### src/rtl/funnel_ctrl_pn_if.sv
// Handshake and status bundle for the lane funnel controller.
// slave is the controller view, master the driving environment view.
interface funnel_ctrl_pn_if #(
  parameter int LANES = 4,
  parameter int SW    = 3,
  parameter int CNTW  = 16
);
  logic             t_0_req;
  logic             t_0_ack;
  logic             t_cfg_req;
  logic             t_cfg_ack;
  logic [3:0]       cfg_mode;
  logic [LANES-1:0] i_req;
  logic [LANES-1:0] i_ack;
  logic [SW-1:0]    sel;
  logic [3:0]       mode_q;
  logic             busy;
  logic             cfg_err;
  logic [CNTW-1:0]  word_cnt;

  modport slave (
    input  t_0_req, t_cfg_req, cfg_mode, i_ack,
    output t_0_ack, t_cfg_ack, i_req, sel,
    output mode_q, busy, cfg_err, word_cnt
  );

  modport master (
    output t_0_req, t_cfg_req, cfg_mode, i_ack,
    input  t_0_ack, t_cfg_ack, i_req, sel,
    input  mode_q, busy, cfg_err, word_cnt
  );
endinterface

### src/rtl/funnel_ctrl_pn.sv
// Funnels 2^m active lanes per beat into one 2^SW-slice target word.
// Slice position advances by the lane count; sel is its bit-reversal.
module funnel_ctrl_pn #(
  parameter int LANES = 4,
  parameter int SW    = 3,
  parameter int CNTW  = 16
) (
  input  logic            clk,
  input  logic            reset,
  funnel_ctrl_pn_if.slave bus
);
  localparam int LOG2L = $clog2(LANES);
  localparam logic [3:0] MODE_RST = 4'(LOG2L);

  logic [SW-1:0]    state_q, state_d;
  logic [3:0]       mode_q, mode_d;
  logic             err_q, err_d;
  logic [CNTW-1:0]  cnt_q, cnt_d;

  logic [SW:0]      reduct;
  logic [SW:0]      sum;
  logic [LANES-1:0] active;
  logic [SW-1:0]    sel_w;
  logic             progress;
  logic             last;
  logic             idle;
  logic             cfg_acc;

  always_comb begin
    reduct = (SW+1)'(1) << mode_q;
    for (int k = 0; k < LANES; k++) begin
      active[k] = (k < int'(reduct));
    end
    for (int i = 0; i < SW; i++) begin
      sel_w[i] = state_q[SW-1-i];
    end
    // inactive lanes are forced high so their acks never gate progress
    progress = bus.t_0_req & (&(bus.i_ack | ~active));
    sum      = {1'b0, state_q} + reduct;
    last     = (sum[SW-1:0] == '0);
    idle     = (state_q == '0);
    cfg_acc  = bus.t_cfg_req & idle;
  end

  always_comb begin
    state_d = state_q;
    mode_d  = mode_q;
    err_d   = err_q;
    cnt_d   = cnt_q;
    if (progress) begin
      state_d = sum[SW-1:0];
    end
    if (progress && last) begin
      cnt_d = cnt_q + 1'b1;
    end
    if (cfg_acc) begin
      if (bus.cfg_mode > MODE_RST) begin
        err_d = 1'b1;
      end else begin
        mode_d = bus.cfg_mode;
      end
    end
  end

  always_ff @(posedge clk or posedge reset) begin
    if (reset) begin
      state_q <= '0;
      mode_q  <= MODE_RST;
      err_q   <= 1'b0;
      cnt_q   <= '0;
    end else begin
      state_q <= state_d;
      mode_q  <= mode_d;
      err_q   <= err_d;
      cnt_q   <= cnt_d;
    end
  end

  assign bus.i_req     = {LANES{bus.t_0_req}} & active;
  assign bus.t_0_ack   = progress & last;
  assign bus.t_cfg_ack = cfg_acc;
  assign bus.sel       = sel_w;
  assign bus.mode_q    = mode_q;
  assign bus.busy      = ~idle;
  assign bus.cfg_err   = err_q;
  assign bus.word_cnt  = cnt_q;
endmodule

### src/flat_wrapper.sv
// flat-port wrapper written by rule: the top's interface ports become plain ports
module funnel_ctrl_pn_flat 
#(
  parameter int LANES = 4,
  parameter int SW    = 3,
  parameter int CNTW  = 16
)
  (clk, reset, bus_t_0_req, bus_t_cfg_req, bus_cfg_mode, bus_i_ack, bus_t_0_ack, bus_t_cfg_ack, bus_i_req, bus_sel, bus_mode_q, bus_busy, bus_cfg_err, bus_word_cnt);
  funnel_ctrl_pn_if #(.LANES(LANES), .SW(SW), .CNTW(CNTW)) bus_i ();
  input  logic clk;
  input  logic reset;
  input wire logic [$bits(bus_i.t_0_req)-1:0] bus_t_0_req;
  input wire logic [$bits(bus_i.t_cfg_req)-1:0] bus_t_cfg_req;
  input wire logic [$bits(bus_i.cfg_mode)-1:0] bus_cfg_mode;
  input wire logic [$bits(bus_i.i_ack)-1:0] bus_i_ack;
  output wire logic [$bits(bus_i.t_0_ack)-1:0] bus_t_0_ack;
  output wire logic [$bits(bus_i.t_cfg_ack)-1:0] bus_t_cfg_ack;
  output wire logic [$bits(bus_i.i_req)-1:0] bus_i_req;
  output wire logic [$bits(bus_i.sel)-1:0] bus_sel;
  output wire logic [$bits(bus_i.mode_q)-1:0] bus_mode_q;
  output wire logic [$bits(bus_i.busy)-1:0] bus_busy;
  output wire logic [$bits(bus_i.cfg_err)-1:0] bus_cfg_err;
  output wire logic [$bits(bus_i.word_cnt)-1:0] bus_word_cnt;
  assign bus_i.t_0_req = bus_t_0_req;
  assign bus_i.t_cfg_req = bus_t_cfg_req;
  assign bus_i.cfg_mode = bus_cfg_mode;
  assign bus_i.i_ack = bus_i_ack;
  assign bus_t_0_ack = bus_i.t_0_ack;
  assign bus_t_cfg_ack = bus_i.t_cfg_ack;
  assign bus_i_req = bus_i.i_req;
  assign bus_sel = bus_i.sel;
  assign bus_mode_q = bus_i.mode_q;
  assign bus_busy = bus_i.busy;
  assign bus_cfg_err = bus_i.cfg_err;
  assign bus_word_cnt = bus_i.word_cnt;
  funnel_ctrl_pn #(.LANES(LANES), .SW(SW), .CNTW(CNTW)) u_core (.clk(clk), .reset(reset), .bus(bus_i));
endmodule
### config.mk
export PLATFORM = sky130hd
export DESIGN_NAME = funnel_ctrl_pn_flat
export DESIGN_NICKNAME = d
export VERILOG_FILES = /design/src/rtl/funnel_ctrl_pn_if.sv /design/src/rtl/funnel_ctrl_pn.sv /design/src/flat_wrapper.sv
export SDC_FILE = /design/constraint.sdc
export NUM_CORES = 1
export LEC_CHECK = 0
export ABC_AREA = 1
export CAP_MARGIN = 30
export CORE_UTILIZATION = 52
export DETAILED_ROUTE_END_ITERATION = 8
export GPL_ROUTABILITY_DRIVEN = 0
export PLACE_DENSITY = 0.82
export SLEW_MARGIN = 20
export SYNTH_ARGS = -nofsm -noshare
export SYNTH_HDL_FRONTEND = slang
export SYNTH_SLANG_ARGS = --single-unit
### constraint.sdc
create_clock -name clk -period 5.4 [get_ports clk]
set_input_delay 0.81 -clock clk [delete_from_list [all_inputs] [get_ports clk]]
set_output_delay 0.81 -clock clk [all_outputs]
set_load 0.01 [all_outputs]
; ---- After elaboration in Yosys (flattened, before gate mapping)
; Cells that the tools add are included.
[classes]
n_reduce_logical = 6
div = 0
magnitude_cmp = 5
addsub = 2
n_shift = 1
mul = 0
n_bitwise = 8
n_eq_ne = 0
n_mux = 0
[ops]
columns = operator, n
row1 = 16-bit by 1-bit adder with 16-bit output (second input constant), 1
row2 = 1-bit by 4-bit less-than comparator with 1-bit output (first input constant), 2
row3 = 2-bit by 4-bit less-than comparator with 1-bit output (first input constant), 2
row4 = 3-bit zero test, 2
row5 = 4-bit AND, 1
row6 = 4-bit by 2-bit greater-than comparator with 1-bit output (second input constant), 1
row7 = 4-bit inverter, 1
row8 = 4-bit bitwise OR, 1
row9 = 2-bit AND reduction, 2
row10 = 4-bit AND reduction, 1
row11 = 1-bit by 4-bit << shifter with 4-bit output (first input constant), 1
row12 = 3-bit adder, 1
row13 = 1-bit AND, 3
row14 = 1-bit inverter, 2
row15 = 1-bit logical AND, 1
[word_totals]
latchBits = 0
inputBits = 12
mem_bits_rw = 0
register_bits = 24
rom_bits = 0
wordCells = 26
memories = 0

; ---- Longest topological paths before layout
; Gate-level depths: netlist of run 1.
[logic_depth]
word_depth = 7
depth_mapped = 17
ltp_nobuf = 16

; ---- Worst setup path before layout of run 1
; OpenSTA, ideal clock, no wires.
[synth_path]
path_type = register to output
startpoint = reg u_core.mode_q[3] (netlist: u_core.bus.mode_q[3])
endpoint = out bus_t_0_ack
path_stages_with_launch = 12
required_time_ns = 4.590
arrival_ns = 2.001
slack_ns = 2.589
cell_sequence = dfrtp_1 inv_2 nand2_1 nor3_1 ha_1 inv_1 fa_1 inv_1 nor2_1 nand2_4 nor2_8 buf_12
[synth_between]
elab_chain_cells = 7
elab_cells_between_ends = 12
classes_between = add/sub: 1 / order compare: 4 / shift: 1 / bitwise: 4 / reduce/logical: 2
[synth_rtl]
columns = item, line
row1 = start: declaration, funnel_ctrl_pn.sv:16  ; logic [3:0] mode_q, mode_d;
row2 = start signal: assignment, funnel_ctrl_pn.sv:73  ; mode_q <= mode_d;
row3 = 1-bit by 4-bit << shifter with 4-bit output *, funnel_ctrl_pn.sv:30  ; reduct = (SW+1)'(1) << mode_q;
row4 = 1-bit by 4-bit less-than comparator with 1-bit output or 2-bit by 4-bit less-than comparator with 1-bit output (tied branches), funnel_ctrl_pn.sv:32  ; active[k] = (k < int'(reduct));
row5 = 4-bit inverter, funnel_ctrl_pn.sv:38  ; progress = bus.t_0_req & (&(bus.i_ack | ~active));
row6 = 4-bit bitwise OR, funnel_ctrl_pn.sv:38
row7 = 4-bit AND reduction, funnel_ctrl_pn.sv:38
row8 = 1-bit AND, funnel_ctrl_pn.sv:38
row9 = 1-bit AND *, funnel_ctrl_pn.sv:80  ; assign bus.t_0_ack = progress & last;
row10 = end: declaration, flat_wrapper.sv:16  ; output wire logic [$bits(bus_i.t_0_ack)-1:0] bus_t_0_ack;
; Mark *: on every way between the ends. The rest lies on a longest branch, timed or not.

; ---- Worst setup path after layout of run 1
; Same ends and word-level chain as after synthesis.

==> run metrics, run 1 <==
via-per-instance ratio=4.86; chip width=57.6 µm; Post CTS Setup Buffer Count=0; Reg2Reg Setup Slack=2.91 ns; Die Y=57.6 µm; NetSw=0.479 mW; largest net degree at the start of global routing=25; final setup fails=0; root buffer cell=clkbuf_4; initial DRC count=48; routed via count=1,409; final worst-path cycle share=73.9%; top_reg_cell synth=dfrtp_1; register area share after synthesis=37.5%; startpoint type of the worst setup path=flop; pwr dens=531 mW/mm²; post-synth top area share=35.8%; die area=0.00332 mm²; H-tree depth=1; Arr. time, crit path=3.18 ns; failing checks=design-rule violations; P&R area growth vs syn=29.3%; # Max-Cap Violations=0; top cells by count, synth=nand2_1, inv_1, nor2_1, dfrtp_1, o21bai_1; worst rel slew slack=79.5%; unrepaired setup endpoints after global routing=false; global route overflow=0; fin nets=275; flop and latch count out of synthesis=24; Top Ports=43; placed insts=285; CP Cell Sequence=inv_2, nand2_1, nor3_1, ha_1, inv_1, fa_1, inv_1, nor2_1, nand2_4, nor2_8, clkdlybuf4s50_1; vias in the first global route=1,202; Synth cell types=28; Yosys Warn Count=0; Synth area leader=dfrtp_1; clock share of power=8.8%; critical path class=reg -> out; Final min period=3.99 ns; CTS Buf Count=3; I/O Buffers=42; crit-path max FO=17; clk_lat worst skew=0.32 ns; required time of the critical path=4.59 ns; Worst Max-Slew Pin Slew=0.307 ns; global-route wire length before repair=5450 µm; Pleak=0.992 nW; CP max stage cell=clkdlybuf4s50_1; Logic pwr share=57.4%; CP endpoint kind=output port; Non-Filler Instances=290; P_int=0.625 mW; Total Power=1.10 mW; synth top area cells=dfrtp_1, nand2_1, inv_1; peak supply drop=285 µV; Post-DP HPWL=2480 µm; post-CTS sizing=0; Synth Net Count=231; Reg power frac=33.9%; core area=0.00285 mm²; hold_buf cts=0; Buf/Inv on CP=4; layout cells sized above 1=9.27%; Post-synth EDFFs=0; final hold violation count=0; maximum clock path buffer count=2; Detailed Route WL=3170 µm; total global-route track usage=21.3%; antenna cells=0; ys async rst share=100%; Mapped Cells=216; Net Sw Frac=43.4%; f_max=0.250 GHz; status=complete, but fails checks; critical path's top delay family=simple AND/OR/NAND/NOR gates; starting density of the core=56.3%; crit-path most repeated cell=inv_1; Clock transition at path regs=0.13 ns; CTS tree=yes; Routed WL per cell=10.9 µm; row cnt=19; max incr delay on CP=0.60 ns; count leader, synth=nand2_1; Post-Route Setup TNS=0 ns; Sink Count=24; antenna viol nets, final=0; Layout Skew=0.00249 ns; initial antenna violation count=0; max-slew violations=0; DRC viols=2; syn_area_per_cell=7.44 µm²; Netlist Area Pre-Place=0.00161 mm²; drt pass-1 iters=6; HP Class=reg -> reg
==> state kept, by name (all words and copies together) (netlist names) <==
register and cells:
u_core.bus.cfg_err 1, u_core.state_q 3, u_core.bus.mode_q 4, u_core.bus.word_cnt 16
==> per-layer routing <==
metal	part of all wire, %	vias to the layer above	track usage (%)	routed length [µm]
met5	0	-	0	0
met4	0.19	0	6.27	6
met3	3.8	2	2.72	119
met2	43	32	31.1	1370
met1	53	626	32.9	1680
li1	-	749	-	-
==> layout make-up <==
type	count	area (µm²)
clock buffer	4	36.3
tap	31	38.8
sequential	24	602
timing repair buffer	43	435
inverter	34	128
fill	241	776
multi-input combinational	154	837
==> cell usage in the layout, fill, tap and decap left out, drive strengths merged, types with 2 or more instances in the layout <==
cell type / netlist / final
dfrtp: 23 / 23
xor2: 11 / 11
clkdlybuf4s50: 0 / 42
clkbuf: 0 / 4
o21ai: 8 / 8
nand2: 69 / 69
ha: 2 / 2
nor2: 29 / 29
inv: 34 / 34
o21bai: 16 / 16
nand3: 11 / 11
a21oi: 2 / 2
==> cells by family after synthesis <==
family	Yosys count	synth area share, %
AOI/OAI and AO/OA	28	11.6
xor gates and xnor gates	11	6.00
adders and majority gates	3	2.80
buffers and inverters	38	10.4
DFF	24	37.5
and+or+nand+nor	112	31.7
==> stage by stage <==
| step | worst slack, ns | cell area [µm²] | hold WS (ns) | util (%) |
|---|---|---|---|---|
| floorplan | 2.59 | 1610 | 0.493 | - |
| global placement | 1.84 | 2030 | 0.450 | 71.0 |
| detailed placement | 1.79 | 2030 | 0.444 | 71.0 |
| CTS | 1.42 | 2060 | 0.485 | 72.3 |
| global route | 1.22 | 2080 | 0.527 | 72.8 |
| finish | 1.41 | 2080 | 0.484 | 72.8 |
==> power by group through the flow <==
stage          registers [mW]  logic [mW]  clock network [mW]
2_1_floorplan           0.401       0.346                   0
3_3_place_gp            0.377       0.625                   0
3_5_place_dp            0.377       0.635                   0
4_1_cts                 0.374       0.638              0.0974
5_1_grt                 0.392       0.710               0.103
6_report                0.374       0.633              0.0966
==> final timing paths <==
path                                                  start                                   to  depth (start not counted)
min                          u_core.bus.cfg_err$_DFFE_PP0P_       u_core.bus.cfg_err$_DFFE_PP0P_                          1
max                        u_core.bus.mode_q[3]$_DFFE_PP0P_                          bus_t_0_ack                         11
min in group asynchronous                             reset  u_core.bus.word_cnt[11]$_DFFE_PP0P_                          2
max reg2reg                u_core.bus.mode_q[3]$_DFFE_PP0P_  u_core.bus.word_cnt[12]$_DFFE_PP0P_                         12
max in group asynchronous                             reset     u_core.bus.mode_q[1]$_DFFE_PP1P_                          3
min reg2reg                  u_core.bus.cfg_err$_DFFE_PP0P_       u_core.bus.cfg_err$_DFFE_PP0P_                          1
(Power assumes the default switching activity.)
==> inputs of run 2 (changes only) <==
--- a/config.mk
+++ b/config.mk
@@ -7,10 +7,10 @@
 export LEC_CHECK = 0
 export ABC_AREA = 1
 export CAP_MARGIN = 30
-export CORE_UTILIZATION = 52
+export CORE_UTILIZATION = 44
 export DETAILED_ROUTE_END_ITERATION = 8
 export GPL_ROUTABILITY_DRIVEN = 0
-export PLACE_DENSITY = 0.82
+export PLACE_DENSITY = 0.74
 export SLEW_MARGIN = 20
 export SYNTH_ARGS = -nofsm -noshare
 export SYNTH_HDL_FRONTEND = slang
==> constraint.sdc (replaced) <==
create_clock -name clk -period 3.4 [get_ports clk]
set_input_delay 0.51 -clock clk [delete_from_list [all_inputs] [get_ports clk]]
set_output_delay 0.51 -clock clk [all_outputs]
set_load 0.01 [all_outputs]
==> run 2 against run 1 <==
Highest routed layer unchanged; die area rose by 18%; clock power rose by 58%; register-to-register slack got worse by 1.9 ns; final area rose by 2.9%; final cell count rose by 6.2%; the flow now finishes without violations; via count rose by 1.3%; routed wire length rose by 2.8%; total power rose by 61%; core utilization fell by 10 points; worst hold slack got worse by 0.044 ns.
==> run metrics, run 2 (synthesis results as in run 1) <==
unrepaired setup endpoints after global routing=false; drt pass-1 iters=4; Sink Count=24; critical path class=reg -> out; CTS tree=yes; required time of the critical path=2.89 ns; core area=0.00342 mm²; startpoint type of the worst setup path=flop; Die Y=62.4 µm; root buffer cell=clkbuf_4; Worst Max-Slew Pin Slew=0.376 ns; global route overflow=0; final hold violation count=0; status=complete, no violations; Setup WS pre-CTS=0.346 ns; Final WS setup=0.478 ns; crit-path max FO=17; H-tree depth=1; Post-DP HPWL=2500 µm; f_max=0.342 GHz; I/O Buffers=42; antenna cells=0; largest net degree at the start of global routing=25; DRC viols=0; Routed WL per cell=10.6 µm; r2r endpoint=u_core.bus.word_cnt[12]$_DFFE_PP0P_; CTS Buf Count=3; Final min period=2.92 ns; worst rel slew slack=74.9%; total global-route track usage=18.8%; initial antenna violation count=0; Arr. time, crit path=2.41 ns; via-per-instance ratio=4.64; P&R area growth vs syn=33.0%; Largest register FFs=16; Clock transition at path regs=0.14 ns; commonest non-fill, non-tap cells in the layout=nand2_1, clkdlybuf4s50_1, inv_1; worst reg-to-reg path cell count=16; antenna viol nets, final=0; Layout Skew=0.0119 ns; HP Class=in -> async; most common cell after layout, fill and taps aside=nand2_1; hold_buf cts=0; max-slew violations=0; maximum clock path buffer count=2; layout cells sized above 1=11.1%; row cnt=21; # Max-Cap Violations=0; Filler Cell Count=307; Top Ports=43; fin nets=278; Detailed Route WL=3260 µm; CP endpoint kind=output port; worst r2r src=u_core.bus.mode_q[0]$_DFFE_PP0P_; final setup fails=0; final worst-path cycle share=85.9%; peak supply drop=475 µV; starting density of the core=47.0%; initial DRC count=36; pwr dens=832 mW/mm²; Post-Route Setup TNS=0 ns; clk_lat worst skew=0.32 ns; Layout Utilization=62.6%; routed via count=1,428; global-route wire length before repair=5870 µm; die area=0.00390 mm²; chip width=62.4 µm; Reg2Reg Setup Slack=0.98 ns; vias in the first global route=1,326; Pleak=1.03 nW
[run 2: cell count changes in the layout (fill, tap and decap cells not counted)]
cell / before / now
nor2_2: 1 / 2
clkdlybuf4s50_1: 42 / 41
buf_4: 0 / 3
nor3_1: 1 / 0
nand2_4: 1 / 0
nand2_8: 0 / 1
nor3_2: 0 / 1
dlymetal6s2s_1: 0 / 1
nor2_1: 27 / 26
[run 2: worst max-delay path by stage]
stage / startpoint / endpoint / depth (start not counted)
final: u_core.bus.mode_q[0]$_DFFE_PP0P_ / bus_t_0_ack / 14
after global routing: u_core.bus.mode_q[3]$_DFFE_PP0P_ / bus_t_0_ack / 14
after CTS: u_core.bus.mode_q[0]$_DFFE_PP0P_ / bus_t_0_ack / 14
after detailed placement: u_core.bus.mode_q[3]$_DFFE_PP0P_ / bus_t_0_ack / 14
after global placement: u_core.bus.mode_q[3]$_DFFE_PP0P_ / bus_t_0_ack / 11
after floorplan: u_core.bus.mode_q[3]$_DFFE_PP0P_ / bus_t_0_ack / 11
[run 2: critical path, stage by stage, from the launching register on]
cell,delay [ns]
dfrtp_1,0.40
inv_1,0.09
nand2_1,0.10
nor3_2,0.12
ha_1,0.17
inv_1,0.05
fa_1,0.37
inv_1,0.07
nand2_1,0.05
nand2_1,0.08
o21ai_1,0.07
nand2_2,0.13
nand2_8,0.12
nor2_8,0.13
dlymetal6s2s_1,0.16
[run 2: repair_timing]
action	4_1_cts	5_1_grt
setup buffers	1	0
pin swaps	0	1
cloned	0	0
resized for setup	2	2
endpoints found under the setup margin	1	1
[run 2: routing by layer]
layer	GRT usage [%]	share of wire, %	vias up
met5	0	0	-
met4	3.49	0.68	0
met3	3.83	4.0	2
met2	29.2	43	32
met1	27.1	52	634
li1	-	-	760
[run 2: layout make-up]
class	count	area, µm²	share of cell area, %
well taps	46	57.6	2.69
multi-input cells	154	853	39.9
clock buffers	4	36.3	1.70
flip-flops and latches	24	602	28.2
inverters	34	128	5.97
repair buffers	46	460	21.5
[run 2: through the flow]
stage	area (µm²)	hold WS (ns)	instances	total power, mW
floorplan	1610	0.493	216	1.19
global placement	2060	0.451	302	1.60
detailed placement	2060	0.449	302	1.61
CTS	2110	0.483	307	1.79
global route	2140	0.450	308	1.94
finish	2140	0.440	308	1.78
[run 2: power breakdown]
group	total (mW)	switching, mW	internal (mW)
Clock	0.153	0.0873	0.0654
Combinational	1.03	0.523	0.510
Sequential	0.592	0.160	0.432
Total	1.78	0.770	1.01
